<file path="config.mk">
export PLATFORM = sky130hd
export DESIGN_NAME = axi_lite_master_flat
export DESIGN_NICKNAME = d
export VERILOG_FILES = /design/src/rtl/axi_lite_pkg.sv /design/src/rtl/axi_lite_if.sv /design/src/rtl/axi_perf_cnt.sv /design/src/rtl/axi_lite_master.sv /design/src/flat_wrapper.sv
export SDC_FILE = /design/constraint.sdc
export NUM_CORES = 1
export LEC_CHECK = 0
export BUFFER_PORTS_ARGS = -buffer_cell sky130_fd_sc_hd__buf_2
export CAP_MARGIN = 10
export CORE_MARGIN = 5
export CORE_UTILIZATION = 46
export DETAILED_ROUTE_END_ITERATION = 8
export MAX_ROUTING_LAYER = met4
export PLACE_DENSITY = 0.78
export SLEW_MARGIN = 20
export SYNTH_ARGS = -nofsm -noshare
export SYNTH_HDL_FRONTEND = slang
export SYNTH_SLANG_ARGS = --single-unit
</file>
<file path="constraint.sdc">
create_clock -name clk -period 4.7 [get_ports clk]
set_input_delay 1.175 -clock clk [delete_from_list [all_inputs] [get_ports clk]]
set_output_delay 1.175 -clock clk [all_outputs]
set_load 0.01 [all_outputs]
</file>
<file path="src/rtl/axi_lite_pkg.sv">
// Shared AXI-Lite definitions: response codes, the master state encoding,
// and the helper that classifies a response as an error.
package axi_lite_pkg;

  localparam logic [1:0] OKAY   = 2'b00;
  localparam logic [1:0] EXOKAY = 2'b01;
  localparam logic [1:0] SLVERR = 2'b10;
  localparam logic [1:0] DECERR = 2'b11;

  typedef enum logic [2:0] {
    ST_IDLE,
    ST_AR,
    ST_R,
    ST_WR,
    ST_B,
    ST_RSP
  } mst_state_t;

  // Anything other than OKAY is reported to the core as an error; EXOKAY
  // counts as an error because exclusive accesses are never issued here.
  function automatic logic resp_is_err(input logic [1:0] resp);
    return (resp != OKAY);
  endfunction

endpackage

</file>
<file path="src/rtl/axi_lite_if.sv">
// AXI-Lite bus bundle (AW/W/B/AR/R) with initiator and target views.
interface axi_lite_if #(
  parameter int ADDR_W = 32,
  parameter int DATA_W = 32
) ();

  logic [ADDR_W-1:0]   awaddr;
  logic                awvalid;
  logic                awready;
  logic [DATA_W-1:0]   wdata;
  logic [DATA_W/8-1:0] wstrb;
  logic                wvalid;
  logic                wready;
  logic [1:0]          bresp;
  logic                bvalid;
  logic                bready;
  logic [ADDR_W-1:0]   araddr;
  logic                arvalid;
  logic                arready;
  logic [DATA_W-1:0]   rdata;
  logic [1:0]          rresp;
  logic                rvalid;
  logic                rready;

  modport master (
    output awaddr, awvalid, wdata, wstrb, wvalid, bready, araddr, arvalid, rready,
    input  awready, wready, bresp, bvalid, arready, rdata, rresp, rvalid
  );

  modport slave (
    input  awaddr, awvalid, wdata, wstrb, wvalid, bready, araddr, arvalid, rready,
    output awready, wready, bresp, bvalid, arready, rdata, rresp, rvalid
  );

endinterface

</file>
<file path="src/rtl/axi_perf_cnt.sv">
// Free-running activity counters for the AXI-Lite master: completed reads,
// completed writes, and cycles spent waiting on the bus. All wrap at 2^32.
module axi_perf_cnt (
  input  logic        clk,
  input  logic        rst,
  input  logic        rd_hs,
  input  logic        wr_hs,
  input  logic        wait_cyc,
  output logic [31:0] rd_cnt,
  output logic [31:0] wr_cnt,
  output logic [31:0] wait_cnt
);

  // Count events; natural 32-bit overflow gives the wrap.
  always_ff @(posedge clk or posedge rst) begin
    if (rst) begin
      rd_cnt   <= '0;
      wr_cnt   <= '0;
      wait_cnt <= '0;
    end else begin
      if (rd_hs)    rd_cnt   <= rd_cnt + 32'd1;
      if (wr_hs)    wr_cnt   <= wr_cnt + 32'd1;
      if (wait_cyc) wait_cnt <= wait_cnt + 32'd1;
    end
  end

endmodule

</file>
<file path="src/rtl/axi_lite_master.sv">
// Single-outstanding AXI-Lite initiator bridging a simple core request /
// response port onto the AW/W/B/AR/R channels.
// Optional build macro AXI_LITE_MASTER_PERF_EN adds perf_rd_cnt, perf_wr_cnt
// and perf_wait_cnt outputs backed by axi_perf_cnt.
module axi_lite_master
  import axi_lite_pkg::*;
#(
  parameter int ADDR_W = 32,
  parameter int DATA_W = 32
) (
  input  logic                clk,
  input  logic                rst,
  input  logic                req_valid,
  output logic                req_ready,
  input  logic                req_we,
  input  logic [ADDR_W-1:0]   req_addr,
  input  logic [DATA_W-1:0]   req_wdata,
  input  logic [DATA_W/8-1:0] req_wstrb,
  output logic                rsp_valid,
  input  logic                rsp_ready,
  output logic [DATA_W-1:0]   rsp_rdata,
  output logic                rsp_err,
  axi_lite_if.master          axi
`ifdef AXI_LITE_MASTER_PERF_EN
  ,
  output logic [31:0]         perf_rd_cnt,
  output logic [31:0]         perf_wr_cnt,
  output logic [31:0]         perf_wait_cnt
`endif
);

  mst_state_t          state;
  logic [ADDR_W-1:0]   addr_q;
  logic [DATA_W-1:0]   wdata_q;
  logic [DATA_W/8-1:0] wstrb_q;
  logic                we_q;
  logic [DATA_W-1:0]   rdata_q;
  logic [1:0]          resp_q;
  logic                aw_done_q;
  logic                w_done_q;
  logic                arvalid_q;
  logic                awvalid_q;
  logic                wvalid_q;
  logic                rready_q;
  logic                bready_q;
  logic                rsp_valid_q;
  logic                aw_hs;
  logic                w_hs;

  assign aw_hs = awvalid_q & axi.awready;
  assign w_hs  = wvalid_q  & axi.wready;

  // Transaction sequencer; every bus-facing strobe is a flop set on the
  // transition into the state that owns it.
  always_ff @(posedge clk or posedge rst) begin
    if (rst) begin
      state       <= ST_IDLE;
      addr_q      <= '0;
      wdata_q     <= '0;
      wstrb_q     <= '0;
      we_q        <= 1'b0;
      rdata_q     <= '0;
      resp_q      <= OKAY;
      aw_done_q   <= 1'b0;
      w_done_q    <= 1'b0;
      arvalid_q   <= 1'b0;
      awvalid_q   <= 1'b0;
      wvalid_q    <= 1'b0;
      rready_q    <= 1'b0;
      bready_q    <= 1'b0;
      rsp_valid_q <= 1'b0;
    end else begin
      case (state)
        ST_IDLE: begin
          if (req_valid) begin
            addr_q  <= req_addr;
            wdata_q <= req_wdata;
            wstrb_q <= req_wstrb;
            we_q    <= req_we;
            if (req_we) begin
              state     <= ST_WR;
              awvalid_q <= 1'b1;
              wvalid_q  <= 1'b1;
              aw_done_q <= 1'b0;
              w_done_q  <= 1'b0;
            end else begin
              state     <= ST_AR;
              arvalid_q <= 1'b1;
            end
          end
        end
        ST_AR: begin
          if (axi.arready) begin
            arvalid_q <= 1'b0;
            rready_q  <= 1'b1;
            state     <= ST_R;
          end
        end
        ST_R: begin
          if (axi.rvalid) begin
            rready_q    <= 1'b0;
            rdata_q     <= axi.rdata;
            resp_q      <= axi.rresp;
            rsp_valid_q <= 1'b1;
            state       <= ST_RSP;
          end
        end
        ST_WR: begin
          // AW and W retire independently; leave once both have, even if
          // they complete on the same edge.
          if (aw_hs) awvalid_q <= 1'b0;
          if (w_hs)  wvalid_q  <= 1'b0;
          if ((aw_done_q | aw_hs) && (w_done_q | w_hs)) begin
            aw_done_q <= 1'b0;
            w_done_q  <= 1'b0;
            bready_q  <= 1'b1;
            state     <= ST_B;
          end else begin
            aw_done_q <= aw_done_q | aw_hs;
            w_done_q  <= w_done_q | w_hs;
          end
        end
        ST_B: begin
          if (axi.bvalid) begin
            bready_q    <= 1'b0;
            resp_q      <= axi.bresp;
            rsp_valid_q <= 1'b1;
            state       <= ST_RSP;
          end
        end
        ST_RSP: begin
          if (rsp_ready) begin
            rsp_valid_q <= 1'b0;
            state       <= ST_IDLE;
          end
        end
        default: state <= ST_IDLE;
      endcase
    end
  end

  assign req_ready   = (state == ST_IDLE);
  assign rsp_valid   = rsp_valid_q;
  // Writes return no data, so mask whatever an earlier read left behind.
  assign rsp_rdata   = we_q ? '0 : rdata_q;
  assign rsp_err     = resp_is_err(resp_q);

  assign axi.araddr  = addr_q;
  assign axi.arvalid = arvalid_q;
  assign axi.rready  = rready_q;
  assign axi.awaddr  = addr_q;
  assign axi.awvalid = awvalid_q;
  assign axi.wdata   = wdata_q;
  assign axi.wstrb   = wstrb_q;
  assign axi.wvalid  = wvalid_q;
  assign axi.bready  = bready_q;

`ifdef AXI_LITE_MASTER_PERF_EN
  logic perf_rd_hs;
  logic perf_wr_hs;
  logic perf_wait;

  assign perf_rd_hs = (state == ST_R) & axi.rvalid;
  assign perf_wr_hs = (state == ST_B) & axi.bvalid;
  assign perf_wait  = (state == ST_AR) | (state == ST_R) |
                      (state == ST_WR) | (state == ST_B);

  axi_perf_cnt u_perf (
    .clk      (clk),
    .rst      (rst),
    .rd_hs    (perf_rd_hs),
    .wr_hs    (perf_wr_hs),
    .wait_cyc (perf_wait),
    .rd_cnt   (perf_rd_cnt),
    .wr_cnt   (perf_wr_cnt),
    .wait_cnt (perf_wait_cnt)
  );
`endif

endmodule
</file>
<file path="src/flat_wrapper.sv">
// flat-port wrapper written by rule: the top's interface ports become plain ports
module axi_lite_master_flat import axi_lite_pkg::*;
#(
  parameter int ADDR_W = 32,
  parameter int DATA_W = 32
)
  (clk, rst, req_valid, req_ready, req_we, req_addr, req_wdata, req_wstrb, rsp_valid, rsp_ready, rsp_rdata, rsp_err, axi_awaddr, axi_awvalid, axi_wdata, axi_wstrb, axi_wvalid, axi_bready, axi_araddr, axi_arvalid, axi_rready, axi_awready, axi_wready, axi_bresp, axi_bvalid, axi_arready, axi_rdata, axi_rresp, axi_rvalid);
  axi_lite_if #(.ADDR_W(ADDR_W), .DATA_W(DATA_W)) axi_i ();
  input  logic clk;
  input  logic rst;
  input  logic req_valid;
  output logic req_ready;
  input  logic req_we;
  input  logic [ADDR_W-1:0] req_addr;
  input  logic [DATA_W-1:0] req_wdata;
  input  logic [DATA_W/8-1:0] req_wstrb;
  output logic rsp_valid;
  input  logic rsp_ready;
  output logic [DATA_W-1:0] rsp_rdata;
  output logic rsp_err;
  output wire logic [$bits(axi_i.awaddr)-1:0] axi_awaddr;
  output wire logic [$bits(axi_i.awvalid)-1:0] axi_awvalid;
  output wire logic [$bits(axi_i.wdata)-1:0] axi_wdata;
  output wire logic [$bits(axi_i.wstrb)-1:0] axi_wstrb;
  output wire logic [$bits(axi_i.wvalid)-1:0] axi_wvalid;
  output wire logic [$bits(axi_i.bready)-1:0] axi_bready;
  output wire logic [$bits(axi_i.araddr)-1:0] axi_araddr;
  output wire logic [$bits(axi_i.arvalid)-1:0] axi_arvalid;
  output wire logic [$bits(axi_i.rready)-1:0] axi_rready;
  input wire logic [$bits(axi_i.awready)-1:0] axi_awready;
  input wire logic [$bits(axi_i.wready)-1:0] axi_wready;
  input wire logic [$bits(axi_i.bresp)-1:0] axi_bresp;
  input wire logic [$bits(axi_i.bvalid)-1:0] axi_bvalid;
  input wire logic [$bits(axi_i.arready)-1:0] axi_arready;
  input wire logic [$bits(axi_i.rdata)-1:0] axi_rdata;
  input wire logic [$bits(axi_i.rresp)-1:0] axi_rresp;
  input wire logic [$bits(axi_i.rvalid)-1:0] axi_rvalid;
  assign axi_awaddr = axi_i.awaddr;
  assign axi_awvalid = axi_i.awvalid;
  assign axi_wdata = axi_i.wdata;
  assign axi_wstrb = axi_i.wstrb;
  assign axi_wvalid = axi_i.wvalid;
  assign axi_bready = axi_i.bready;
  assign axi_araddr = axi_i.araddr;
  assign axi_arvalid = axi_i.arvalid;
  assign axi_rready = axi_i.rready;
  assign axi_i.awready = axi_awready;
  assign axi_i.wready = axi_wready;
  assign axi_i.bresp = axi_bresp;
  assign axi_i.bvalid = axi_bvalid;
  assign axi_i.arready = axi_arready;
  assign axi_i.rdata = axi_rdata;
  assign axi_i.rresp = axi_rresp;
  assign axi_i.rvalid = axi_rvalid;
  axi_lite_master #(.ADDR_W(ADDR_W), .DATA_W(DATA_W)) u_core (.clk(clk), .rst(rst), .req_valid(req_valid), .req_ready(req_ready), .req_we(req_we), .req_addr(req_addr), .req_wdata(req_wdata), .req_wstrb(req_wstrb), .rsp_valid(rsp_valid), .rsp_ready(rsp_ready), .rsp_rdata(rsp_rdata), .rsp_err(rsp_err), .axi(axi_i));
endmodule
</file>
Word level (Yosys, flattened, before mapping)

Cells that the tools add are included.

Equal/unequal tests: 15
Muxes and demuxes: 38
Bitwise operators: 4
Reductions and logical operators: 20

Operators by type and width:

| kind               | number |
|---|---|
| $mux 32            | 1 |
| $mux 1             | 18 |
| $mux 3             | 6 |
| $pmux 3 s6         | 1 |
| $reduce_and 4->1   | 4 |
| $pmux 1 s2         | 7 |
| $ne 2x2->1 const B | 6 |
| $reduce_and 3->1   | 4 |
| $reduce_bool 2->1  | 6 |
| $ne 2x1->1 const B | 4 |
| $eq 3x2->1 const B | 2 |
| $eq 3x3->1 const B | 2 |
| $mux 2             | 3 |
| $reduce_and 6->1   | 1 |
| $pmux 2 s2         | 1 |
| $reduce_and 2->1   | 2 |
| $eq 3x1->1 const B | 1 |
| $logic_not 3->1    | 1 |
| $pmux 1 s3         | 1 |
| $reduce_bool 3->1  | 1 |
| $and 1x1->1        | 2 |
| $or 1x1->1         | 2 |
| $logic_and 1x1->1  | 1 |

Bits in registers: 114
Bits of input ports: 114
Word-level logic and storage cells: 92

Longest topological paths before layout

Word-level depth: 5
Mapped depth: 6
Mapped depth without buffers: 4

Least setup slack after synthesis

Ideal clock, no wire load.

Kind: input -> register
From: in req_valid
To: reg u_core.addr_q[10], in the netlist u_core.axi.araddr[10]
Arrival time: 2149 ps
Required time: 4575 ps
Slack: 2427 ps
Stages on the path: 3
Cells stage by stage: nor4b_4 > buf_6 > mux2_2

Word-level cells in the longest chain between the ends: 1

RTL lines:

| element                    | line                  | RTL |
|---|---|---|
| start: declaration         | flat_wrapper.sv:11    | `input logic req_valid;` |
| $reduce_and 2->1 (no line) | --                    |  |
| end signal: assignment     | axi_lite_master.sv:76 | `addr_q <= req_addr;` |
| end: declaration           | axi_lite_master.sv:33 | `logic [ADDR_W-1:0] addr_q;` |

Every way passes these cells.
A chain may end at the register's enable or synchronous reset.

Worst setup path after layout

From: reg u_core.we_q
To: out rsp_rdata[16]

Word-level cells in the longest chain between the ends: 1

RTL lines:

| element                  | line                   | RTL |
|---|---|---|
| start: declaration       | axi_lite_master.sv:36  | `logic we_q;` |
| start signal: assignment | axi_lite_master.sv:79  | `we_q <= req_we;` |
| $mux 32                  | axi_lite_master.sv:145 | `assign rsp_rdata = we_q ? '0 : rdata_q;` |
| end: declaration         | flat_wrapper.sv:19     | `output logic [DATA_W-1:0] rsp_rdata;` |

Every way passes these cells.

==> out/metrics.yaml <==
outcome: "completed"
finalWeightedCongestion: 0.818
finalMaxSlewViolations: 0
cts.path.max_buffers: 2
timing.reg2reg.worst_path_depth: 3
post_synth_num_cell_types: 28
boundaryPins: 254
p_seq_share_pct: 37.3
crit_type: "reg2out"
synth_area_per_cell_um2: 13.7
area_of_the_die_mm2: 0.0129
hp-class: "reg2reg"
leakage_uw: 0.00327
yosys_register_bits: 114
setup_tns_ns: 0
pin_count_of_the_biggest_net_entering_global_routing: 82
grt.total_usage_pct: 19.3
fmax_ghz: 0.365
final_cell_mix: "253 x sky130_fd_sc_hd__buf_2, 113 x sky130_fd_sc_hd__dfrtp_1, 100 x sky130_fd_sc_hd__mux2_2"
clock-sinks: 114
stdcell_area_mm2: 0.00655
timing.final.hold_violations: 0
dr.pass1.iters: 4
largest_stage_delay_on_the_critical_path_ns: 0.74
cts_tree: "done"
detail-route-antenna-nets: 0
die-width_um: 114
clock_skew_ns: 0.00390
clk_pin_slew_ns: 0.05
vias_per_cell: 4.74
floorplan.initialDensity_pct: 47.4
synth.net_count: 475
num_antenna_cells: 0
synth_cells: 361
dpl_hpwl_um: 8800
first_global_vias: 3816
grt_setup_unrepaired: "no"
area_growth_pct: 32.6
antenna_found_initial: 0
numPlacedInstances: 703
wire_per_inst_um: 15.9
htree_levels: 4
startpoint: "u_core.we_q$_DFFE_PP0P_"
comb_power_share_pct: 40.0
buffer_ports.inserted: 253
final.min_clock_period_ns: 2.74
worst-endpoint-required_ns: 3.52
finish.cell_count_without_fillers: 735
fp.coreArea_mm2: 0.0104
peakVddDrop_uv: 372
route.final.wire_length_um: 11700
cts_post_setup_buffers_inserted: 0
synth-warning-count: 0
synth_sequential_area_ratio_pct: 57.8
timing.final.setup_violations: 0
clockPowerShare_pct: 22.7
worstSetupEndpointType: "primary output"
cts-root-buf: "sky130_fd_sc_hd__clkbuf_8"
grt_first_pass_wirelength_um: 19100
slew_worst_pin_ns: 0.867
insertion_delay_ns: 0.51
num_vias: 3485
setup.worst_path.start_class: "flop"
min_from: "u_core.rdata_q[29]$_DFFE_PP0P_"
max_slew_margin_pct: 42.2
syn-cell-area_mm2: 0.00494
path_max_fanout: 33
num_rows: 37
layout_commonest_cell: "sky130_fd_sc_hd__buf_2"
worst_r2r_startpoint: "u_core.state[0]$_DFFE_PP0P_"
critPathBufInv: 1
total_power_uw: 4900
wp_depth: 2
globalRoute.totalOverflow: 0
ordered_list_of_cells_on_the_worst_path: "nor2b_1 > buf_2"
final_nets: 700
worst_hold_path.num_cells: 1
cts_made_buffers: 17
hold_buffers: 0
drive_above_1_share_pct: 65.8
p_sw_share_pct: 34.7
cell_at_the_slowest_stage_of_the_critical_path: "sky130_fd_sc_hd__dfrtp_2"
cap_violations: 0
switching_power_uw: 1700
placedInstanceArea_mm2: 0.00602
power.density_mw_per_mm2: 748
internal_power_uw: 3200
chipHeight_um: 114
number_of_drc_violations_after_detailed_routing: 0
number_of_violations_reported_at_the_end_of_detailed_routing_iteration_0: 116
critical_path.top_delay_family: "flip-flops"
cts.repair.resized: 0
crit_arrival_ns: 1.56
period_share_pct: 58.3
-- routing by layer --
metal	track usage, %	wire [um]	vias up
met5	-	0	-
met4	7.21	195	0
met3	5.09	837	18
met2	31.9	5990	154
met1	22.8	4650	1657
li1	-	-	1656
-- cell usage after synthesis --
cell	count	area share, %
sky130_fd_sc_hd__mux2i_1	3	0.61
sky130_fd_sc_hd__and3b_1	1	0.18
sky130_fd_sc_hd__nor3_1	1	0.10
sky130_fd_sc_hd__o21a_1	1	0.15
sky130_fd_sc_hd__nor2_1	9	0.68
sky130_fd_sc_hd__mux2_2	100	23
sky130_fd_sc_hd__nand2_2	1	0.13
sky130_fd_sc_hd__mux4_2	1	0.46
sky130_fd_sc_hd__a31o_2	1	0.18
sky130_fd_sc_hd__nand2_1	14	1.1
sky130_fd_sc_hd__nor2_2	1	0.13
sky130_fd_sc_hd__nand3_1	2	0.20
sky130_fd_sc_hd__a31oi_1	3	0.38
sky130_fd_sc_hd__nor4b_4	1	0.48
sky130_fd_sc_hd__nand3b_4	1	0.41
sky130_fd_sc_hd__buf_2	4	0.41
sky130_fd_sc_hd__dfrtp_1	114	58
sky130_fd_sc_hd__inv_1	6	0.46
sky130_fd_sc_hd__nor2b_1	32	4.1
sky130_fd_sc_hd__a21oi_1	9	0.91
sky130_fd_sc_hd__buf_4	33	5.0
sky130_fd_sc_hd__o21ai_0	4	0.41
sky130_fd_sc_hd__buf_6	8	1.8
sky130_fd_sc_hd__clkbuf_1	5	0.38
sky130_fd_sc_hd__or2_2	2	0.25
sky130_fd_sc_hd__o22ai_1	1	0.13
sky130_fd_sc_hd__nand3b_1	2	0.30
sky130_fd_sc_hd__nand2b_1	1	0.13
-- state kept, by name, indices dropped and copies added, names as in the netlist, 2 cells and up --
name	flops
u_core.axi.araddr	32
u_core.axi.wdata	32
u_core.rdata_q	32
u_core.axi.wstrb	4
u_core.state	3
u_core.resp_q	2
-- final timing paths --
check | to | slack (ns)
worst max-delay path | rsp_rdata[16] | 1.96
worst min-delay path | u_core.rdata_q[29]$_DFFE_PP0P_ | 0.50
worst max register to register | u_core.axi.araddr[30]$_DFFE_PP0P_ | 2.50
worst min register to register | u_core.rdata_q[29]$_DFFE_PP0P_ | 0.50
max in group asynchronous | u_core.axi.wdata[20]$_DFFE_PP0P_ | 2.98
min in group asynchronous | u_core.resp_q[1]$_DFFE_PP0P_ | 0.80
-- logic make-up (layout without fill, tap and decap cells) --
logic type,count (synthesis),after routing,synth area share (%)
DFF,114,114,57.8
AOI/OAI and AO/OA,19,19,2.15
muxes,104,104,23.9
buffers and inverters,56,294,8.08
and+or+nand+nor,68,68,8.11
-- final cells by class --
class                      count  area [um2]
clock buffer                  21         429
clock inverter                11        90.1
fill                         837        3870
inverter                       6        27.5
multi-input combinational    191        1690
sequential                   114        2850
tap                          136         170
timing repair buffer         256        1290
-- worst register-to-register path: stages, from the launching register on --
cell	delay [ns]
sky130_fd_sc_hd__dfrtp_1	0.56
sky130_fd_sc_hd__nor4b_4	0.34
sky130_fd_sc_hd__buf_4	0.71
sky130_fd_sc_hd__mux2_2	0.47
-- power by group through the flow --
stage | Combinational [uW] | Clock, uW | Sequential [uW]
detailed placement | 2000 | 0 | 1840
global route | 2130 | 1190 | 1910
finish | 1960 | 1110 | 1830
global placement | 1950 | 0 | 1800
floorplan | 1310 | 0 | 1890
CTS | 2000 | 1150 | 1830
-- per-stage QoR --
step | setup WS (ns) | utilization [%] | hold WS (ns)
final | 1.96 | 62.8 | 0.495
after global routing | 1.86 | 62.8 | 0.510
after CTS | 1.57 | 62.8 | 0.499
after detailed placement | 1.90 | 57.8 | 0.484
after global placement | 1.97 | 57.8 | 0.481
after floorplan | 0.509 | - | 0.473
Power figures use the tool's default switching activity.
